File: config.mk
export PLATFORM = sky130hd
export DESIGN_NAME = prog_fetch_arbiter
export DESIGN_NICKNAME = d
export VERILOG_FILES = /design/src/rtl/prog_fetch_arbiter.sv
export SDC_FILE = /design/constraint.sdc
export NUM_CORES = 1
export LEC_CHECK = 0
export BUFFER_PORTS_ARGS = -buffer_cell sky130_fd_sc_hd__buf_2
export CAP_MARGIN = 20
export CORE_ASPECT_RATIO = 1.2
export CORE_MARGIN = 10
export CORE_UTILIZATION = 51
export CTS_CLUSTER_SIZE = 20
export DETAILED_ROUTE_END_ITERATION = 16
export PLACE_DENSITY = 0.81
export SYNTH_ARGS = -nofsm -noshare
export SYNTH_HDL_FRONTEND = slang
export SYNTH_SLANG_ARGS = --single-unit
File: constraint.sdc
create_clock -name clk -period 5 [get_ports clk]
set_input_delay 0.5 -clock clk [delete_from_list [all_inputs] [get_ports clk]]
set_output_delay 0.5 -clock clk [all_outputs]
set_load 0.02 [all_outputs]
File: src/rtl/prog_fetch_arbiter.sv
// prog_fetch_arbiter: program ROM sequencer with a single-entry instruction register
// and a debug readback port that shares the ROM, with a bounded wait before a forced grant.
module prog_fetch_arbiter #(
   parameter int AW = 8,
   parameter int DW = 16,
   parameter logic [AW-1:0] RESET_VEC = '0,
   parameter int DBG_MAX_WAIT = 4
) (
   input  logic          clk,
   input  logic          rst_n,
   output logic [AW-1:0] rom_addr,
   input  logic [DW-1:0] rom_data,
   output logic [DW-1:0] ir,
   output logic          ir_valid,
   input  logic          ir_ready,
   output logic [AW-1:0] pc,
   input  logic          jump_en,
   input  logic [AW-1:0] jump_addr,
   input  logic          halt,
   input  logic          run,
   output logic          running,
   input  logic          dbg_req,
   input  logic [AW-1:0] dbg_addr,
   output logic [DW-1:0] dbg_data,
   output logic          dbg_ack
);
   localparam int CW = $clog2(DBG_MAX_WAIT + 1);
   typedef enum logic [1:0] {IDLE, FETCH, HALT} state_t;
   state_t state, state_n;
   logic [AW-1:0] fetch_pc;
   logic [CW-1:0] cnt;
   logic fetching, jump, needs_rom, grant, slot;
   assign fetching  = state == FETCH;
   assign running   = fetching;
   assign jump      = fetching && jump_en;
   assign needs_rom = fetching && (!ir_valid || ir_ready);
   // dbg_ack gating guarantees a single ack per held request
   assign grant     = dbg_req && !dbg_ack && !jump && (!needs_rom || cnt == CW'(DBG_MAX_WAIT));
   assign slot      = needs_rom && !grant;
   assign rom_addr  = jump ? jump_addr : grant ? dbg_addr : fetch_pc;
   always_comb begin
      state_n = state;
      if (fetching) begin
         if (halt) state_n = HALT;
      end else if (run) state_n = FETCH;
   end
   always_ff @(posedge clk) begin
      if (!rst_n) begin
         state    <= IDLE;
         fetch_pc <= RESET_VEC;
         ir       <= '0;
         ir_valid <= 1'b0;
         pc       <= '0;
         dbg_data <= '0;
         dbg_ack  <= 1'b0;
         cnt      <= '0;
      end else begin
         state   <= state_n;
         dbg_ack <= grant;
         if (grant) dbg_data <= rom_data;
         cnt <= grant || !dbg_req ? '0 : cnt == CW'(DBG_MAX_WAIT) ? cnt : cnt + 1'b1;
         if (fetching && halt) begin
            ir_valid <= 1'b0;
            // an unconsumed instruction is refetched on resume
            if (jump_en) fetch_pc <= jump_addr;
            else if (ir_valid && !ir_ready) fetch_pc <= pc;
         end else if (jump) begin
            ir       <= rom_data;
            pc       <= jump_addr;
            ir_valid <= 1'b1;
            fetch_pc <= jump_addr + 1'b1;
         end else if (slot) begin
            ir       <= rom_data;
            pc       <= fetch_pc;
            ir_valid <= 1'b1;
            fetch_pc <= fetch_pc + 1'b1;
         end else if (ir_valid && ir_ready) ir_valid <= 1'b0;
      end
   end
endmodule
[Word-level counts from Yosys, hierarchy flattened]
Cells that the tools add are included.
Widths: inputs -> output; s select.
Storage, ports and cells
  logic and storage cells: 62
  input bits: 39
  register bits: 55
  output and inout port bits: 51
Cells by class
  muxes and demuxes: 17
  add/subtract/negate cells: 3
  reductions and logical operators: 28
  equality and inequality tests: 4
  bitwise gates (word level): 2
Operators by type and width (number)
  $mux 8: 9
  $mux 16: 2
  $add 8x1->8 const B: 2
  $logic_and 1x1->1: 9
  $logic_not 1->1: 7
  $mux 2: 3
  $reduce_and 2->1: 3
  $reduce_bool 3->1: 2
  $reduce_bool 2->1: 2
  $reduce_or 2->1: 2
  $add 3x1->3 const B: 1
  $eq 3x3->1 const B: 1
  $logic_or 1x1->1: 3
  $mux 1: 3
  $ne 3x2->1 const B: 1
  $eq 2x1->1 const B: 1
  $ne 2x2->1 const B: 1
  $not 1->1: 2

[Depth between registers and ports, before layout]
  depth after elaboration: 11
  depth in mapped cells: 12

[Worst setup path after synthesis]
Ideal clock, no wire load.
  kind: input to register
  start point: in jump_en
  end point: reg fetch_pc[4]
  arrival: 2071 ps
  path slack: 2795 ps
  stages: 12
  data required time: 4866 ps
  buffers on the path: 3
  library setup time: 134 ps
  cell sequence: buf_6 > and3b_1 > buf_6 > buf_6 > and2_1 > a21o_1 > ha_1 > nand3_1 > nor2_1 > xor2_1 > o211ai_1 > a21oi_1
On the way
  cells in the longest elaborated chain, start to end: 8
  elaborated cells between the ends (all ways): 12
Ends and longest elaborated chain
  start: declaration: RTL line 17  | input logic jump_en,
  $logic_and 1x1->1: RTL line 35  | assign jump = fetching && jump_en;
  $logic_not 1->1: RTL line 38  | assign grant = dbg_req && !dbg_ack && !jump && (!needs_rom || cnt == CW'(DBG_MAX_WAIT));
  $logic_and 1x1->1 (2 in a row): RTL line 38
  $logic_not 1->1: RTL line 39  | assign slot = needs_rom && !grant;
  $logic_and 1x1->1: RTL line 39
  $reduce_bool 3->1 (no line)
  $reduce_and 2->1 (no line)
  end signal: assignment: RTL line 65  | if (jump_en) fetch_pc <= jump_addr;
  end signal: assignment: RTL line 66  | else if (ir_valid && !ir_ready) fetch_pc <= pc;
  end signal: assignment: RTL line 71  | fetch_pc <= jump_addr + 1'b1;
  end: declaration: RTL line 30  | logic [AW-1:0] fetch_pc;
Parallel ways exist; a longest one is shown, timed or not.
A chain may end at the register's enable or synchronous reset.

[Final worst setup path]
  start point: reg cnt[0]
  end point: out rom_addr[1]
On the way
  cells in the longest elaborated chain, start to end: 5
Ends and longest elaborated chain
  start: declaration: RTL line 31  | logic [CW-1:0] cnt;
  start signal: assignment: RTL line 61  | cnt <= grant || !dbg_req ? '0 : cnt == CW'(DBG_MAX_WAIT) ? cnt : cnt + 1'b1;
  $eq 3x3->1: RTL line 38
  $logic_or 1x1->1: RTL line 38
  $logic_and 1x1->1: RTL line 38
  $mux 8 (2 in a row): RTL line 40  | assign rom_addr = jump ? jump_addr : grant ? dbg_addr : fetch_pc;
  end: declaration: RTL line 11  | output logic [AW-1:0] rom_addr,
Every way passes these cells.

==> qor.csv <==
stage;metric;value;unit
status;status;finished clean;
route;antenna viol nets, final;0;
clock_network;CTS root buffer;clkbuf_8;
yosys;Main synth FF type;dfxtp_1;
clock_network;CTS buffer count;5;
clock_network;H-tree depth;2;
grt;GRT Total Usage;16.6;%
sta;final hold violations;0;
yosys;post-synthesis mux area share;9.88;%
worst_setup_path;reg-to-reg startpoint;state[0];
clock_network;Clock Pin Slew Worst Setup and Hold Paths;0.10;ns
route;wire length per cell;15.8;um
floorplan;Core Region;5010;um2
clock_network;post-CTS resize count;0;
sta;RSZ-0062 raised after global routing;false;
route;Initial DRC Count;172;
yosys;post-synthesis xor/xnor area fraction;3.26;%
grt;total grt overflow;0;
floorplan;# rows;28;
yosys;adder-cell share of the synthesized area;1.40;%
worst_setup_path;reg2reg path depth;9;
worst_setup_path;CP cell instances;inv_1, ha_1, nand2_1, a21oi_1, o21a_2, nor2_2, a221o_1, buf_2;
yosys;area of the mapped netlist;2680;um2
worst_setup_path;Crit. End Element;primary output;
yosys;Post-synth EDFFs;0;
route;vias per cell;5.51;
sta;Setup Skew;0.00386;ns
worst_setup_path;Req. time, crit path;4.50;ns
grt;initial antenna violation count;0;
floorplan;Chip Width;86.2;um
sta;Max Fclk;0.343;GHz
floorplan;io pins;90;
floorplan;Initial Util;53.6;%
yosys;Synth Register Bits;55;
sta;relative slew slack;53.2;%
yosys;post-synthesis simple-gate area fraction;21.4;%
finish;share of layout cells above drive strength 1;28.8;%
pwr;Leak Pwr;0.00141;uW
worst_setup_path;Crit path max-delay family;compound AO/OA/AOI/OAI gates;
worst_setup_path;Critical Path Source Type;register;
worst_setup_path;WP data arrival;2.41;ns
route;vias;2497;
hold_path;Worst Hold Class;input pin to register;
finish;area added between synthesis and finish;19.3;%
pwr;pwr dens;293;nW/um2
sta;Period Utilization, post-route;58.3;%
yosys;Synth Warn #;0;
clock_network;Max Buffers Root-to-Sink;2;
yosys;Synth Area in Compound Gates;17.4;%
job;maxcap violations;0;
place;routability cong.;0.946;
route;DRT Pass-1 Iters;4;
place;port bufs;89;
finish;nets@finish;434;
finish;final core utilization;63.9;%
route;Routed Wire Length;7160;um
grt;first-pass GRT wire length;12000;um
clock_network;Sink Count;55;
grt;vias in the first global route;2521;
grt;largest net degree at the start of global routing;41;
worst_setup_path;WP depth;8;
sta;Final Setup Violations;0;
worst_setup_path;worst path bufs/invs;2;
sta;worst-margin pin slew;0.702;ns
yosys;FFs w/ async S/R, synth;0;%
worst_setup_path;CP max stage delay;0.48;ns
yosys;largest family of logic cells by synthesized area;simple AND/OR/NAND/NOR gates;
yosys;share of the yosys chip area belonging to registers;41.0;%
worst_setup_path;Worst Path Max Fanout;24;
yosys;synthesized instance count;313;
clock_network;Post-CTS Hold Fix Bufs;0;
worst_setup_path;crit path launch;cnt[0];
yosys;Yosys top cell by area;dfxtp_1;
yosys;post-synth cell types;48;
yosys;syn nets;355;
clock_network;CTS tree;done;
pwr;Max VDD drop;217;uV
worst_setup_path;Critical Path End;rom_addr[1];
sta;Max Slew Vio Count;0;
floorplan;DIE AREA;8580;um2
clock_network;Worst-Skew Late Latency;0.30;ns
worst_setup_path;Critical Path Slowest Stage Cell;o21a_2;
place;HPWL Detailed;5360;um
yosys;Yosys top cell area share;41.0;%
finish;Antenna diodes;0;
route;DRC;0;
sta;Min Clock Period, post-route;2.91;ns
clock_network;# Post-CTS Setup Buffers;0;
yosys;ranking of synthesized cells by area;dfxtp_1 (41%), mux2i_1 (9.0%), nand2_1 (6.7%);
worst_setup_path;Reg2Reg Setup Slack;2.71;ns
worst_setup_path;FF-to-FF End;fetch_pc[4];
yosys;Syn Area/Cell;8.57;um2
floorplan;Die Ht;99.5;um
worst_setup_path;Crit Path Class;register to primary output;
sta;Total Neg Setup Slack;0;ns
[kinds of logic (layout without fill, tap and decap cells)]
group,Yosys count,after routing
and+or+nand+nor,124,124
AOI/OAI and AO/OA,68,68
DFF,55,55
buffers and inverters,27,107
muxes,26,26
xor gates and xnor gates,10,10
adders and majority gates,3,3
[worst reg2reg max path: cells and delay by family (launching register included)]
kind / cells / cell delay, ns
XOR/XNOR: 1 / 0.16
AND/OR/NAND/NOR: 3 / 0.87
AO/OA/AOI/OAI: 4 / 0.49
adder cells (fa/ha/maj): 1 / 0.27
flip-flops: 1 / 0.44
[per-stage QoR]
stage / hold slack (ns) / power [uW] / std cells / instance area (um2) / setup WS [ns]
finish: 0.429 / 938 / 453 / 3200 / 2.09
detailed placement: 0.443 / 689 / 445 / 3100 / 2.32
CTS: 0.422 / 947 / 453 / 3200 / 2.07
global placement: 0.440 / 686 / 445 / 3100 / 2.29
global route: 0.429 / 982 / 453 / 3200 / 1.82
floorplan: 0.460 / 625 / 313 / 2680 / 2.79
[routing by layer]
layer / global-route usage [%] / wire (um)
met3: 7.10 / 724
met1: 18.6 / 2950
met4: 4.87 / 85
met5: 0 / 0
met2: 27.8 / 3400
[layout make-up]
| cell class | instances | area, um2 |
|---|---|---|
| inverters | 7 | 26.3 |
| clock buffers | 6 | 82.6 |
| multi-input cells | 231 | 1430 |
| well taps | 60 | 75.1 |
| flip-flops and latches | 55 | 1100 |
| fillers | 468 | 1810 |
| repair buffers | 92 | 468 |
| clock inverters | 2 | 16.3 |
[registers in the layout, summed over array words and instances (netlist names)]
| register | flops |
|---|---|
| state | 2 |
| dbg_ack | 1 |
| ir_valid | 1 |
| cnt | 3 |
| fetch_pc | 8 |
| ir | 16 |
| dbg_data | 16 |
| pc | 8 |
[worst min-delay path by stage]
stage          cells past startpoint            to  slack (ns)          from
2_1_floorplan                      2        cnt[1]        0.46        cnt[1]
3_3_place_gp                       2   dbg_data[6]        0.44   dbg_data[6]
3_5_place_dp                       2  dbg_data[15]        0.44  dbg_data[15]
4_1_cts                            3  dbg_data[13]        0.42  rom_data[13]
5_1_grt                            3   dbg_data[6]        0.43   rom_data[6]
6_report                           3  dbg_data[12]        0.43  rom_data[12]
[placed cells by master, fill, tap and decap left out, types with 2 or more instances in the layout]
master,netlist,routed
a211oi_2,4,4
a21o_1,2,2
a21oi_1,34,34
a221o_1,7,7
a311oi_1,2,2
and2_1,6,6
and3b_1,2,2
buf_2,6,89
buf_4,1,3
clkbuf_8,0,6
dfxtp_1,55,55
ha_1,3,3
inv_1,7,7
mux2i_1,24,24
nand2_1,48,48
nand2b_1,3,3
nand3_1,10,10
nand3b_1,4,4
nor2_1,37,37
nor2b_1,2,2
nor3_1,3,3
o21ai_0,5,5
o221ai_1,2,2
o22ai_1,2,2
xnor2_1,6,6
xor2_1,4,4
[power breakdown]
group	switching (uW)	internal, uW
Combinational	124	74.8
Sequential	17.3	462
Clock	147	113
Total	288	650
[cells in the mapped netlist (2+ instances only)]
cell type  count
nand3_1       10
nor2_1        37
o22ai_1        2
a21oi_1       34
xnor2_1        6
nand3b_1       4
clkbuf_1       8
dfxtp_1       55
buf_2          6
and2_1         6
xor2_1         4
o21ai_0        5
a21o_1         2
nor3_1         3
a221o_1        7
nor2b_1        2
buf_6          5
o221ai_1       2
ha_1           3
nand2_1       48
nand2b_1       3
mux2i_1       24
and3b_1        2
inv_1          7
a311oi_1       2
a211oi_2       4
No activity file was read; power rests on OpenSTA's default activity.
